`src/rtl/shutter_pkg.sv`:
```
// Shared constants for the shutter PWM bank: SPI command codes, payload layout,
// sequencer state encoding and bank modes.
package shutter_pkg;

  localparam logic [15:0] C_SET_ENABLE_SHUTTER_BANK = 16'h0050;
  localparam logic [15:0] C_SET_SHUTTER_PERIOD      = 16'h0051;
  localparam logic [15:0] C_SET_SHUTTER_DUTY        = 16'h0052;
  localparam logic [15:0] C_SET_SHUTTER_HOLD        = 16'h0053;
  localparam logic [15:0] C_SET_SHUTTER_ACTUATE     = 16'h0054;

  localparam int P_CHAN_LO  = 32;
  localparam int P_KICK_LO  = 24;
  localparam int P_PHASE    = 16;
  localparam int P_VALUE_LO = 0;
  localparam int P_MODE_LO  = 0;

  localparam logic [1:0] SEQ_IDLE = 2'd0;
  localparam logic [1:0] SEQ_KICK = 2'd1;
  localparam logic [1:0] SEQ_HOLD = 2'd2;

  localparam logic [2:0] DISABLED_MODE = 3'd0;
  localparam logic [2:0] ONE_WIRE_MODE = 3'd1;

endpackage

```
`src/rtl/shutter_pwm_channel.sv`:
```
// One H-bridge shutter channel: shadow/active duty and phase, reversal brake,
// kick/hold actuation sequencer and registered bridge drive.
module shutter_pwm_channel
  import shutter_pkg::*;
#(
  parameter int CNTR_WIDTH = 12,
  parameter int KICK_WIDTH = 8
) (
  input  logic                  clk,
  input  logic                  resetn,
  input  logic                  boundary_i,
  input  logic                  em_stop_i,
  input  logic                  drive_en_i,
  input  logic [CNTR_WIDTH-1:0] cntr_i,
  input  logic                  duty_we_i,
  input  logic                  hold_we_i,
  input  logic                  act_we_i,
  input  logic [CNTR_WIDTH-1:0] value_i,
  input  logic                  phase_i,
  input  logic [KICK_WIDTH-1:0] kick_i,
  output logic                  in_a_o,
  output logic                  in_b_o,
  output logic                  busy_o
);

  logic [CNTR_WIDTH-1:0] sh_duty_q, sh_duty_d, duty_q, duty_d, hold_q, hold_d;
  logic                  sh_phase_q, sh_phase_d, phase_q, phase_d;
  logic [1:0]            state_q, state_d;
  logic [KICK_WIDTH-1:0] kick_q, kick_d;
  logic                  pwm_q, pwm_d, in_a_q, in_a_d, in_b_q, in_b_d;
  logic                  reverse;

  // Only a channel that was actually driving gets a brake period on reversal.
  assign reverse = (sh_phase_q != phase_q) && (duty_q != '0);

  always_comb begin
    sh_duty_d  = sh_duty_q;
    sh_phase_d = sh_phase_q;
    duty_d     = duty_q;
    phase_d    = phase_q;
    hold_d     = hold_q;
    state_d    = state_q;
    kick_d     = kick_q;
    pwm_d      = pwm_q;

    if (boundary_i) begin
      duty_d  = sh_duty_q;
      phase_d = sh_phase_q;
      pwm_d   = (sh_duty_q != '0) && !reverse;
    end else if (cntr_i == duty_q) begin
      pwm_d = 1'b0;
    end

    if (boundary_i && (state_q == SEQ_KICK)) begin
      if (kick_q <= KICK_WIDTH'(1)) begin
        sh_duty_d = hold_q;
        state_d   = (hold_q != '0) ? SEQ_HOLD : SEQ_IDLE;
      end else begin
        kick_d = kick_q - KICK_WIDTH'(1);
      end
    end

    // Commands override the sequencer; the boundary above already saw the old shadow.
    if (hold_we_i) hold_d = value_i;
    if (duty_we_i) begin
      sh_duty_d  = value_i;
      sh_phase_d = phase_i;
      state_d    = SEQ_IDLE;
    end
    if (act_we_i) begin
      sh_duty_d  = value_i;
      sh_phase_d = phase_i;
      kick_d     = kick_i;
      state_d    = (kick_i != '0) ? SEQ_KICK : SEQ_HOLD;
    end

    if (em_stop_i) begin
      pwm_d     = 1'b0;
      state_d   = SEQ_IDLE;
      sh_duty_d = '0;
    end

    in_a_d = drive_en_i && !em_stop_i && phase_q && pwm_q;
    in_b_d = drive_en_i && !em_stop_i && !phase_q && pwm_q;
  end

  always_ff @(posedge clk) begin
    if (!resetn) begin
      sh_duty_q  <= '0;
      sh_phase_q <= 1'b0;
      duty_q     <= '0;
      phase_q    <= 1'b0;
      hold_q     <= '0;
      state_q    <= SEQ_IDLE;
      kick_q     <= '0;
      pwm_q      <= 1'b0;
      in_a_q     <= 1'b0;
      in_b_q     <= 1'b0;
    end else begin
      sh_duty_q  <= sh_duty_d;
      sh_phase_q <= sh_phase_d;
      duty_q     <= duty_d;
      phase_q    <= phase_d;
      hold_q     <= hold_d;
      state_q    <= state_d;
      kick_q     <= kick_d;
      pwm_q      <= pwm_d;
      in_a_q     <= in_a_d;
      in_b_q     <= in_b_d;
    end
  end

  assign in_a_o = in_a_q;
  assign in_b_o = in_b_q;
  assign busy_o = (state_q != SEQ_IDLE);

endmodule

```
`src/rtl/shutter_pwm_bank.sv`:
```
// Shutter PWM bank: shared period counter, SPI command decode and NUM_CH
// shutter_pwm_channel instances.
module shutter_pwm_bank
  import shutter_pkg::*;
#(
  parameter int DEV_ID      = 0,
  parameter int NUM_CH      = 4,
  parameter int CNTR_WIDTH  = 12,
  parameter int INIT_PERIOD = 1900,
  parameter int KICK_WIDTH  = 8
) (
  input  logic              clk,
  input  logic              resetn,
  input  logic [15:0]       spi_cmd_r,
  input  logic [7:0]        spi_addr_r,
  input  logic [39:0]       spi_data_r,
  input  logic              spi_data_valid_r,
  input  logic              EM_STOP,
  output logic [NUM_CH-1:0] in_a,
  output logic [NUM_CH-1:0] in_b,
  output logic              out_oe,
  output logic [NUM_CH-1:0] busy
);

  localparam logic [CNTR_WIDTH-1:0] PERIOD_RST = CNTR_WIDTH'(INIT_PERIOD);

  logic [CNTR_WIDTH-1:0] cntr_q, cntr_d, period_q, period_d, pending_q, pending_d;
  logic [2:0]            mode_q, mode_d;
  logic [7:0]            chan;
  logic [CNTR_WIDTH-1:0] value;
  logic [KICK_WIDTH-1:0] kick;
  logic                  phase, accept, boundary, drive_en;
  logic                  cmd_enable, cmd_period, cmd_duty, cmd_hold, cmd_act;
  logic                  unused_payload;

  assign chan  = spi_data_r[P_CHAN_LO +: 8];
  assign value = spi_data_r[P_VALUE_LO +: CNTR_WIDTH];
  assign kick  = spi_data_r[P_KICK_LO +: KICK_WIDTH];
  assign phase = spi_data_r[P_PHASE];
  assign unused_payload = ^spi_data_r;

  // EM_STOP masks every command so it always wins a same-cycle write.
  assign accept = spi_data_valid_r && (spi_addr_r == 8'(DEV_ID)) &&
                  (chan < 8'(NUM_CH)) && !EM_STOP;

  assign cmd_enable = accept && (spi_cmd_r == C_SET_ENABLE_SHUTTER_BANK);
  assign cmd_period = accept && (spi_cmd_r == C_SET_SHUTTER_PERIOD);
  assign cmd_duty   = accept && (spi_cmd_r == C_SET_SHUTTER_DUTY);
  assign cmd_hold   = accept && (spi_cmd_r == C_SET_SHUTTER_HOLD);
  assign cmd_act    = accept && (spi_cmd_r == C_SET_SHUTTER_ACTUATE);

  assign boundary = !EM_STOP && ((cntr_q == '0) || (cntr_q == period_q));
  assign drive_en = (mode_q > ONE_WIRE_MODE);
  assign out_oe   = drive_en;

  always_comb begin
    cntr_d    = cntr_q;
    period_d  = period_q;
    pending_d = pending_q;
    mode_d    = mode_q;
    if (EM_STOP) begin
      cntr_d    = '0;
      pending_d = PERIOD_RST;
    end else begin
      if (boundary) begin
        cntr_d   = CNTR_WIDTH'(1);
        period_d = pending_q;
      end else begin
        cntr_d = cntr_q + CNTR_WIDTH'(1);
      end
      if (cmd_enable) mode_d = spi_data_r[P_MODE_LO +: 3];
      if (cmd_period && (value >= CNTR_WIDTH'(2))) pending_d = value;
    end
  end

  always_ff @(posedge clk) begin
    if (!resetn) begin
      cntr_q    <= '0;
      period_q  <= PERIOD_RST;
      pending_q <= PERIOD_RST;
      mode_q    <= DISABLED_MODE;
    end else begin
      cntr_q    <= cntr_d;
      period_q  <= period_d;
      pending_q <= pending_d;
      mode_q    <= mode_d;
    end
  end

  for (genvar i = 0; i < NUM_CH; i++) begin : g_ch
    logic sel;
    assign sel = (chan == 8'(i));

    shutter_pwm_channel #(
      .CNTR_WIDTH(CNTR_WIDTH),
      .KICK_WIDTH(KICK_WIDTH)
    ) u_ch (
      .clk       (clk),
      .resetn    (resetn),
      .boundary_i(boundary),
      .em_stop_i (EM_STOP),
      .drive_en_i(drive_en),
      .cntr_i    (cntr_q),
      .duty_we_i (cmd_duty && sel),
      .hold_we_i (cmd_hold && sel),
      .act_we_i  (cmd_act && sel),
      .value_i   (value),
      .phase_i   (phase),
      .kick_i    (kick),
      .in_a_o    (in_a[i]),
      .in_b_o    (in_b[i]),
      .busy_o    (busy[i])
    );
  end

endmodule
```
`config.mk`:
```
export PLATFORM = sky130hd
export DESIGN_NAME = shutter_pwm_bank
export DESIGN_NICKNAME = d
export VERILOG_FILES = /design/src/rtl/shutter_pkg.sv /design/src/rtl/shutter_pwm_channel.sv /design/src/rtl/shutter_pwm_bank.sv
export SDC_FILE = /design/constraint.sdc
export NUM_CORES = 1
export LEC_CHECK = 0
export CORE_ASPECT_RATIO = 0.5
export CORE_MARGIN = 1.5
export CORE_UTILIZATION = 30
export DETAILED_ROUTE_END_ITERATION = 10
export GPL_TIMING_DRIVEN = 0
export PLACE_DENSITY_LB_ADDON = 0.12
export REMOVE_ABC_BUFFERS = 1
export SETUP_SLACK_MARGIN = 0.1
export SYNTH_ARGS = -nofsm -noshare
export SYNTH_HDL_FRONTEND = slang
export SYNTH_HIERARCHICAL = 1
export SYNTH_SLANG_ARGS = --single-unit
```
`constraint.sdc`:
```
create_clock -name clk -period 3.4 [get_ports clk]
set_clock_uncertainty 0.15 [all_clocks]
set_input_delay 0.51 -clock clk [delete_from_list [all_inputs] [get_ports clk]]
set_output_delay 0.51 -clock clk [all_outputs]
set_load 0.01 [all_outputs]
```
=== Word level (Yosys, flattened, before mapping) ===
Cells that the tools add are included.

* $add $sub $neg: 5
* Magnitude comparators: 7
* Equality and inequality tests: 25
* Mux-type cells: 66
* Bitwise operators: 2
* Reductions and logical operators: 113

{| class="wikitable"
|+ Operator list
! cell !! count
|-
| 2-to-1 mux 12 bit || 16
|-
| nonzero test 12 bit || 12
|-
| 2-to-1 mux 8 bit || 12
|-
| equality test 16 x 7 -> 1 bit, second input constant || 5
|-
| equality test 12 bit || 5
|-
| logical AND 1 bit || 51
|-
| 2-to-1 mux 2 bit || 21
|-
| less-or-equal comparator 8 x 1 -> 1 bit, second input constant || 4
|-
| nonzero test 2 bit || 16
|-
| subtractor 8 x 1 -> 8 bit, second input constant || 4
|-
| nonzero test 3 bit || 8
|-
| AND reduction 2 bit || 10
|-
| 2-to-1 mux 1 bit || 17
|-
| equality test 8 x 2 -> 1 bit, second input constant || 2
|-
| zero test 8 bit || 2
|-
| adder 12 x 1 -> 12 bit, second input constant || 1
|-
| >= comparator 12 x 2 -> 1 bit, second input constant || 1
|-
| zero test 12 bit || 1
|-
| zero test 1 bit || 9
|-
| equality test 2 x 1 -> 1 bit, second input constant || 4
|-
| equality test 8 x 1 -> 1 bit, second input constant || 1
|-
| < comparator 8 x 3 -> 1 bit, second input constant || 1
|-
| inequality test 2 x 1 -> 1 bit, second input constant || 4
|-
| nonzero test 8 bit || 1
|-
| 6 further kinds || 10
|}

* Register bits: 243
* Input bits: 68
* Output and inout port bits: 13
* Logic and storage cells: 263

=== Depth between registers and ports, before layout ===
Gate-level depths: netlist of the first run.

* Word-level depth: 8
* Mapped depth: 15
* Depth with buffers taken out: 10

=== By module ===
Netlist of the first run, hierarchy kept.

{| class="wikitable"
|+ Modules (own cells, without submodules)
! module !! instances !! cells each !! area each (µm²) !! sequential area each (µm²)
|-
| shutter_pwm_channel at g_ch[2].u_ch ... || 2 || 268 || 2501.1 || 1021.0
|-
| shutter_pwm_channel at g_ch[0].u_ch ... || 2 || 268 || 2498.6 || 1021.0
|-
| shutter_pwm_bank || 1 || 232 || 1979.4 || 760.7
|}

=== Least setup slack after synthesis of the first run ===
No wires, ideal clock.

* Kind: reg-to-reg
* Start point: register cntr_q[2]
* End point: register g_ch[2].u_ch.kick_q[5]
* Library setup time: 122 ps
* Arrival: 2878 ps
* Data required time: 3128 ps
* Setup slack: 251 ps
* Stages on the path, launching flop included: 12
* Path buffers: 4
* Clock period less this slack: 3149 ps
* Path through: dfxtp_1 clkbuf_1 xnor2_1 nand4_1 o41ai_1 buf_2 buf_4 buf_6 nand3b_2 or4_4 o31a_1 o311a_1

* Longest elaborated chain between the ends: 6
* Elaborated cells on any way between the ends: 7
* Those cells by class: eq/ne (1); reduce/logical (6)

{| class="wikitable"
|+ Ends and longest elaborated chain
! element !! RTL line !! text
|-
| start: declaration || shutter_pwm_bank.sv:27 || <nowiki>logic [CNTR_WIDTH-1:0] cntr_q, cntr_d, period_q, period_d, pending_q, pending_d;</nowiki>
|-
| start signal: assignment || shutter_pwm_bank.sv:83 || <nowiki>cntr_q <= cntr_d;</nowiki>
|-
| equality test 12 bit / zero test 12 bit (equally long branches) || shutter_pwm_bank.sv:52 || <nowiki>assign boundary = !EM_STOP && ((cntr_q == '0) || (cntr_q == period_q));</nowiki>
|-
| logical OR 1 bit (*) || shutter_pwm_bank.sv:52 ||
|-
| logical AND 1 bit (*) || shutter_pwm_bank.sv:52 ||
|-
| net boundary || shutter_pwm_bank.sv:32 || <nowiki>logic phase, accept, boundary, drive_en;</nowiki>
|-
| logical AND 1 bit (*) || shutter_pwm_channel.sv:54 || <nowiki>if (boundary_i && (state_q == SEQ_KICK)) begin</nowiki>
|-
| nonzero test 2 bit (no line) (*) || n/a ||
|-
| AND reduction 2 bit (no line) (*) || n/a ||
|-
| end signal: assignment || shutter_pwm_channel.sv:106 || <nowiki>kick_q <= kick_d;</nowiki>
|-
| end: declaration || shutter_pwm_channel.sv:29 || <nowiki>logic [KICK_WIDTH-1:0] kick_q, kick_d;</nowiki>
|}

Mark *: on every way through the listed nets, which the timed path passes. The rest lies on a longest branch.
A chain may end at the register's enable or synchronous reset.

=== Worst setup path after layout of the first run ===
* Start point: register cntr_q[4]
* End point: register g_ch[2].u_ch.kick_q[5]

* Longest elaborated chain between the ends: 6
* Elaborated cells on any way between the ends: 7
* Those cells by class: eq/ne (1); reduce/logical (6)

{| class="wikitable"
|+ Ends and longest elaborated chain
! element !! RTL line
|-
| equality test 12 bit / zero test 12 bit (equally long branches) || shutter_pwm_bank.sv:52
|-
| logical OR 1 bit (*) || shutter_pwm_bank.sv:52
|-
| logical AND 1 bit (*) || shutter_pwm_bank.sv:52
|-
| logical AND 1 bit (*) || shutter_pwm_channel.sv:54
|-
| nonzero test 2 bit (no line) (*) || n/a
|-
| AND reduction 2 bit (no line) (*) || n/a
|}

Every way passes the cells marked *; elsewhere a longest branch is shown, timed or not.

==> results of run 1 <==
## area by class of cell
| class | count | area share [%] |
|---|---|---|
| Clock buffer | 36 | 5.23 |
| Sequential cell | 242 | 33.2 |
| Multi-Input combinational cell | 971 | 47.0 |
| Antenna cell | 1 | 0.0170 |
| Tap cell | 530 | 4.50 |
| Inverter | 24 | 0.612 |
| Clock inverter | 9 | 0.986 |
| Timing Repair Buffer | 130 | 8.40 |
## logic make-up after synthesis
kind of cell,Yosys count
AOI/OAI and AO/OA,248
DFF,242
buffers and inverters,96
and+or+nand+nor,513
muxes,109
xor gates and xnor gates,86
adders and majority gates,10
## power by group through the flow
stage	combinational [W]	sequential (W)	clock [W]
after floorplan	0.000143	0.00290	0
after global placement	0.000357	0.00290	0
after detailed placement	0.000308	0.00290	0
after CTS	0.000320	0.00283	0.00315
after global routing	0.000351	0.00283	0.00327
final	0.000334	0.00283	0.00308
## layout by cell type (no fill, tap or decap), drive strengths merged, types with 6 or more instances in the layout
cell type / n
a211o: 9
a211oi: 8
a21boi: 8
a21oi: 32
a311oi: 48
a31oi: 14
and3: 6
buf: 62
clkbuf: 36
clkdlybuf4s50: 67
dfxtp: 242
ha: 10
inv: 24
mux2i: 109
nand2: 95
nand2b: 13
nand3: 26
nand3b: 9
nand4: 7
nor2: 110
nor2b: 100
nor3: 39
nor4: 72
o21a: 8
o21ai: 98
o21bai: 7
or2: 13
or4: 6
xnor2: 33
xor2: 53
## final timing paths
kind	from	to	slack [ps]	cells after the start
worst max-delay path	cntr_q[4]	g_ch[2].u_ch/kick_q[5]	150	11
worst min-delay path	resetn	g_ch[1].u_ch/kick_q[4]	250	3
worst max register to register	cntr_q[4]	g_ch[2].u_ch/kick_q[5]	150	11
worst min register to register	g_ch[2].u_ch/pwm_q	g_ch[2].u_ch/in_b_o	320	2
## worst reg2reg max path: stages (launching register included)
cell and delay, ps:
dfxtp_4 390, xnor2_2 120, nand4_1 190, o41ai_4 430, buf_6 180, buf_4 170, buf_6 160, buf_6 160
nand3b_2 130, or4_4 480, o31a_1 260, o311a_1 320
## repair_timing
item,CTS,global route
cloned,0,5
endpoints found under the setup margin,135,69
hold buffers,0,0
buffers inserted,23,14
hold endpoints to repair,0,0
pin swaps,7,11
gates resized for setup,49,32
## state kept, by name (all words and copies together) (netlist names)
register              cells
g_ch.u_ch/duty_q         48
g_ch.u_ch/hold_q         48
g_ch.u_ch/sh_duty_q      48
g_ch.u_ch/kick_q         32
cntr_q                   12
pending_q                12
period_q                 12
g_ch.u_ch/state_q         8
g_ch.u_ch/in_a_o          4
g_ch.u_ch/in_b_o          4
g_ch.u_ch/phase_q         4
g_ch.u_ch/pwm_q           4
g_ch.u_ch/sh_phase_q      4
mode_q                    2
## metrics by stage
| step | cells | total power, W |
|---|---|---|
| 6_report | 1943 | 0.00624 |
| 5_1_grt | 1942 | 0.00644 |
| 4_1_cts | 1922 | 0.00629 |
| 3_5_place_dp | 1854 | 0.00321 |
| 3_3_place_gp | 1831 | 0.00326 |
| 2_1_floorplan | 1232 | 0.00304 |
## per-layer routing
layer	share of wire, %	vias to the layer above
met1	49	4917
li1	-	4886
met5	0	-
met3	4.4	52
met2	44	186
met4	2.3	0
==> qor.yml, run 1 <==
cts_root_buf: "clkbuf_16"
grt_use_met1_pct: 25.2
max_slew_margin_pct: 30.5
clk_pin_slew_worst_paths_ps: 60
cp-end-kind: "flop"
utilization_pct: 37.6
synth.most_common_cell: "dfxtp_1"
ys_types: 60
wl_per_cell_um: 20.1
worstPathMaxFanout: 8
grt_pass1_vias: 9321
swShare_pct: 22.4
tns_ps: 0
coreArea_mm2: 0.0391
max_freq_ghz: 0.308
clkSinkCount: 242
hold_class: "in -> reg"
powerDensity_mw_per_mm2: 424
power.leakage_nw: 5.06
final_area_mm2: 0.0147
cp_cell_sequence: "xnor2_2 -> nand4_1 -> o41ai_4 -> buf_6 -> buf_4 -> buf_6 -> buf_6 -> nand3b_2 -> or4_4 -> o31a_1 -> o311a_1"
drtIter0Drc: 793
wl_mm: 39.0
syn_area_mm2: 0.0120
p_int_w: 0.00484
synthTopCellsByArea: "dfxtp_1 (40%), mux2i_1 (9.1%), nor2b_1 (5.2%), o21ai_0 (4.0%), xor2_1 (3.9%)"
synth_seq_area_share_pct: 40.4
rsz0062_at_grt: "yes"
synth_xor_area_share_pct: 6.29
drtPass1Iterations: 5
dp_hpwl_mm: 24.6
pre_cts_slack_ps: -2090
tightest_slew_ps: 1040
cap_violations: 0
gp_congestion: 0.805
syn_to_final_growth_pct: 22.9
gr-usage-met2_pct: 28.6
peakVddDrop_uv: 317
grt_max_degree: 105
port_buffers: 69
period_needed_ps: 3250
clockBufferDepth: 3
num_io_pins: 81
power.share.sequential_pct: 45.3
period_share_pct: 95.6
synth_top_family_by_area: "simple AND/OR/NAND/NOR gates"
ant_nets: 0
die_w_um: 286
p_sw_w: 0.00139
synth-compound-area-share_pct: 14.5
place_area_mm2: 0.0131
outcome: "finished, final reports clean"
power_frac_comb_pct: 5.4
clk_latency_ps: 560
antenna_found_initial: 1
seq_area_mm2: 0.00489
grt.met3_usage_pct: 2.51
synth_common_cells: "dfxtp_1 (242), mux2i_1 (109), nor2b_1 (100), o21ai_0 (95), nand2_1 (94)"
grt_pass1_wl_mm: 57.0
h-tree-depth: 1
path_common_cell: "buf_6"
critPathSlowestCell: "or4_4"
slew_violations: 0
synthFlopType: "dfxtp_1"
busiest_layer: "met2"
path_delay_family: "compound AO/OA/AOI/OAI gates"
synth_top_area_cell: "dfxtp_1"
final_layout_size_suffix_gt1_share_pct: 16.7
netlist_instances: 1304
drc: 0
finalHoldViolCount: 0
synthArstFlopShare_pct: 0
setup_viol: 0
routed_via_density: 5.17
syn_area_per_cell_um2: 9.19
slowest_delay_ps: 480
num_rows: 51
yosys.area_share.simple_pct: 24.1
synthMuxAreaShare_pct: 9.11
numCtsBuffers: 26
ys_ff_latch: 242
final_nets: 1473
yosys_warnings: 6
fillCellCount: 3890
initial_core_util_pct: 30.6
path_buf_inv: 4
yosysTopAreaCellShare_pct: 40.4
critPathRequiredTime_ps: 3680
synth_fa_ha_area_share_pct: 1.04
synth_edf_count: 0
grt-ovfl-total: 0
vias: 10041
die_h_um: 144
worst_slack_ps: 151
crit_arrival_ps: 3530
cts_tree: "yes"
p_clk_share_pct: 49.3
track_usage_pct: 17.9
die_area_mm2: 0.0412
multi_input_area_mm2: 0.00693
holdWs_ps: 246
criticalPathCategory: "reg -> reg"
worstSetupStartpointType: "flop"
Note: power is estimated with default switching activity, not from simulation.
==> run 2, diff against run 1 <==
Settings changed: REMOVE_ABC_BUFFERS 1 to default.
==> run 2 against run 1 <==
Against the previous run:
- die area unchanged
- clock-buffer cell count decreased by 8
- routed wire length rose by 1.9%
- total power shrank 1.7%
- worst hold slack gained 39 ps
- maximum frequency up 1.8%
- sequential cell count unchanged
- utilization shrank 0.63 points
==> qor.yml, run 2 (synthesis results as in run 1) <==
outcome: "finished, final reports clean"
period_share_pct: 93.9
grt_max_degree: 25
powerDensity_mw_per_mm2: 424
vias: 10135
finalHoldViolCount: 0
dp.cells: 1904
rr_worst_depth: 11
crit_arrival_ps: 3450
final_cell_mix: "dfxtp_1 (230), mux2i_1 (109), nor2b_1 (100)"
period_needed_ps: 3190
worstPathMaxFanout: 13
rsz0062_at_grt: "no"
peakVddDrop_uv: 284
cp-end-kind: "flop"
worstHoldStart: "resetn"
syn_to_final_growth_pct: 20.9
worstSetupStartpointType: "flop"
routed_via_density: 5.18
clkSinkCount: 242
crit_path_end: "g_ch[2].u_ch/kick_q[5]"
cap_violations: 0
largest_registers: "g_ch.u_ch/duty_q (48), g_ch.u_ch/hold_q (48), g_ch.u_ch/sh_duty_q (48)"
cp-startpoint: "cntr_q[5]"
grt_pass1_wl_mm: 60.5
seq_area_mm2: 0.00488
wl_per_cell_um: 20.3
worst-path-stages: 11
track_usage_pct: 19.2
fin_cells: 1957
final_layout_size_suffix_gt1_share_pct: 13.8
tightest_slew_ps: 910
final_common_cell: "dfxtp_1"
dp_hpwl_mm: 28.8
slew_violations: 0
ant_nets: 0
antenna_found_initial: 1
clk_pin_slew_worst_paths_ps: 70
drc: 0
grt-ovfl-total: 0
rr_startpoint: "cntr_q[5]"
path_buf_inv: 4
numCtsBuffers: 25
clockBufferDepth: 3
cts_tree: "yes"
die_area_mm2: 0.0412
initial_core_util_pct: 30.6
critPathSlowestCell: "or4_4"
power.leakage_nw: 4.89
setup_viol: 0
num_io_pins: 81
h-tree-depth: 1
coreArea_mm2: 0.0391
grt_pass1_vias: 9945
cp_cell_sequence: "buf_4 -> nor4_1 -> nand4b_1 -> o41ai_2 -> buf_4 -> buf_8 -> buf_8 -> nand3b_2 -> or4_4 -> o31a_1 -> o311a_1"
die_w_um: 286
max_freq_ghz: 0.313
hold_buffers: 0
worst_slack_ps: 208
r2r_end: "g_ch[2].u_ch/kick_q[5]"
die_h_um: 144
slowest_delay_ps: 490
wl_mm: 39.8
drtIter0Drc: 681
multi_input_area_mm2: 0.00674
critPathRequiredTime_ps: 3660
drtPass1Iterations: 5
clk_latency_ps: 540
final_nets: 1486
cts_root_buf: "clkbuf_16"
hold_class: "in -> reg"
gp_congestion: 0.831
r2r_setup_slack_ps: 210
criticalPathCategory: "reg -> reg"
fillCellCount: 3909
max_slew_margin_pct: 39.1
path_delay_family: "simple AND/OR/NAND/NOR gates"
pre_cts_slack_ps: -1510
num_rows: 51
synth_nets: 1382
port_buffers: 69
==> run 2: worst min path at each step <==
stage / endpoint / slack (ps) / depth (start not counted)
final: g_ch[0].u_ch/kick_q[1] / 290 / 2
after CTS: g_ch[0].u_ch/kick_q[1] / 280 / 2
after global routing: g_ch[3].u_ch/kick_q[1] / 300 / 2
after floorplan: mode_q[1] / 280 / 2
after global placement: mode_q[1] / 290 / 2
after detailed placement: g_ch[0].u_ch/in_a_o / 310 / 2
==> run 2: per-layer routing <==
layer  global-route usage, %  routed length [µm]  up-vias
met5                       0                   0        -
met4                    4.40                 790        0
met3                    2.57                1570       53
met2                    29.9               17100      206
met1                    27.9               20400     4984
li1                        -                   -     4892
==> run 2: cell type report <==
class	instances	area share (%)
clock buffer	28	4.47
multi-input combinational	966	46.6
timing repair buffer	79	5.33
buffer	70	3.22
sequential	242	33.7
antenna	1	0.0173
inverter	24	0.622
tap	530	4.58
clock inverter	17	1.50
==> run 2: per-stage QoR <==
step                area (µm²)  hold slack (ps)  TNS, ps  utilization (%)  power (W)
finish                   14500              285        0             37.0    0.00613
global route             14500              300        0             37.0    0.00634
CTS                      14300              284        0             36.6    0.00620
detailed placement       13400              307  -129190             34.1    0.00323
global placement         13300              291  -149350             34.1    0.00322
floorplan                12000              283        0                -    0.00303
==> run 2: power breakdown <==
group | internal (W) | switching, W | leakage [nW] | total (W)
Clock | 0.00175 | 0.00122 | 0.424 | 0.00297
Combinational | 0.000134 | 0.000197 | 2.51 | 0.000331
Sequential | 0.00283 | 0.00000431 | 1.96 | 0.00283
Total | 0.00471 | 0.00142 | 4.89 | 0.00613
==> run 2: timing repair <==
action	in CTS	in global routing
gates resized for setup	37	34
pin swaps	1	4
setup endpoints to repair	168	94
hold endpoints to repair	0	0
setup buffers	2	7
==> run 3, diff against run 2 <==
Settings changed: CORE_MARGIN 1.5 to 2, HOLD_SLACK_MARGIN from default to 0.05.
==> run 3 against run 2 <==
Against the previous run:
- largest cell class unchanged
- sequential power hardly changed
- critical path type is now in -> reg
- cell count is 0.31% higher
- critical path depth is 1 higher
- critical endpoint is now g_ch[0].u_ch/sh_duty_q[8]
- clock-buffer cell count is 6 higher
- clock power is 5% lower
- routed wire length is 0.27% higher
- setup slack worse by 43 ps
==> qor.yml, run 3 (synthesis results as in run 1) <==
criticalPathCategory: "in -> reg"
cp_cell_sequence: "dlygate4sd2_1 -> nor4_1 -> nand3b_1 -> nor3_1 -> nand3_1 -> nor4_4 -> buf_4 -> a211o_1 -> buf_6 -> buf_12 -> nor2_2 -> a311oi_2"
clk_latency_ps: 540
power.leakage_nw: 4.95
worstSetupStartpointType: "input port"
hold_class: "in -> reg"
max_freq_ghz: 0.309
crit_arrival_ps: 3530
grt_pass1_wl_mm: 60.8
syn_to_final_growth_pct: 20.8
swShare_pct: 23.2
critPathRequiredTime_ps: 3700
clk_pin_slew_worst_paths_ps: 70
finalHoldViolCount: 0
power_frac_comb_pct: 5.5
p_clk_share_pct: 47.1
total_power_w: 0.00596
p_int_w: 0.00458
grt_pass1_vias: 9948
drtIter0Drc: 683
port_buffers: 69
path_delay_family: "simple AND/OR/NAND/NOR gates"
final_common_cell: "dfxtp_1"
max_slew_margin_pct: 30.2
numCtsBuffers: 25
period_share_pct: 95.1
cts_tree: "yes"
r2r_setup_slack_ps: 280
vias: 10115
slew_violations: 0
holdWs_ps: 307
antenna_found_initial: 2
tightest_slew_ps: 1040
peakVddDrop_uv: 312
die_w_um: 287
critPathSlowestCell: "dlygate4sd2_1"
setup_viol: 0
cts_root_buf: "clkbuf_16"
worstPathMaxFanout: 10
tns_ps: 0
drc: 0
final_cell_mix: "dfxtp_1 (230), mux2i_1 (109), nor2b_1 (100)"
period_needed_ps: 3230
ant_nets: 0
num_rows: 51
die_h_um: 145
initial_core_util_pct: 30.6
grt_max_degree: 27
grt-ovfl-total: 0
p_sw_w: 0.00138
coreArea_mm2: 0.0391
clkSinkCount: 242
dp_hpwl_mm: 28.6
hold_buffers: 0
powerDensity_mw_per_mm2: 412
h-tree-depth: 1
gp_congestion: 0.818
final_nets: 1494
final_layout_size_suffix_gt1_share_pct: 13.8
wl_mm: 39.9
outcome: "finished, final reports clean"
worst_slack_ps: 166
cp-end-kind: "flop"
clockBufferDepth: 3
drtPass1Iterations: 5
die_area_mm2: 0.0416
pre_cts_slack_ps: -1820
path_buf_inv: 4
num_io_pins: 81
synth_nets: 1382
power.share.sequential_pct: 47.5
wl_per_cell_um: 20.3
routed_via_density: 5.15
rsz0062_at_grt: "yes"
largest_registers: "g_ch.u_ch/duty_q (48), g_ch.u_ch/hold_q (48), g_ch.u_ch/sh_duty_q (48)"
track_usage_pct: 18.9
cap_violations: 0
slowest_delay_ps: 460
[run 3: path summary, 6_finish.rpt]
check | startpoint | endpoint | cells after the start
min reg2reg | mode_q[1] | mode_q[1] | 2
min | resetn | g_ch[0].u_ch/duty_q[9] | 2
max reg2reg | cntr_q[0] | g_ch[0].u_ch/kick_q[5] | 12
max | EM_STOP | g_ch[0].u_ch/sh_duty_q[8] | 12
[run 3: power groups by stage]
| stage | logic [W] | clock network [W] | registers [W] |
|---|---|---|---|
| floorplan | 0.000130 | 0 | 0.00290 |
| global placement | 0.000317 | 0 | 0.00290 |
| detailed placement | 0.000320 | 0 | 0.00290 |
| CTS | 0.000326 | 0.00288 | 0.00284 |
| global route | 0.000344 | 0.00301 | 0.00283 |
| finish | 0.000327 | 0.00281 | 0.00283 |
[run 3: cell type report]
type                            instances  area [µm²]
Antenna cell                            1        2.50
Tap cell                              530         663
Inverter                               24        90.1
Timing Repair Buffer                   86         825
Sequential cell                       242        4890
Buffer                                 71         464
Clock buffer                           34         719
Multi-Input combinational cell        966        6720
Clock inverter                          9        95.1
Fill cell                            3929       24600
[run 3: what timing repair did]
action / 4_1_cts / 5_1_grt
resized for setup: 39 / 27
setup buffers: 6 / 10
pin swaps: 2 / 2
setup endpoints to repair: 168 / 80
[run 3: per-layer routing]
| metal | track usage [%] | up-vias | share of wire (%) |
|---|---|---|---|
| met5 | 0 | - | 0 |
| met4 | 5.08 | 0 | 2.7 |
| met3 | 2.64 | 60 | 3.9 |
| met2 | 28.9 | 202 | 42 |
| met1 | 27.7 | 4937 | 51 |
| li1 | - | 4916 | - |
[run 3: through the flow]
| step | cell area, µm² | cells | utilization (%) |
|---|---|---|---|
| 2_1_floorplan | 12000 | 1304 | - |
| 3_3_place_gp | 13300 | 1903 | 34.1 |
| 3_5_place_dp | 13300 | 1904 | 34.1 |
| 4_1_cts | 14300 | 1952 | 36.6 |
| 5_1_grt | 14500 | 1962 | 37.0 |
| 6_report | 14500 | 1963 | 37.0 |
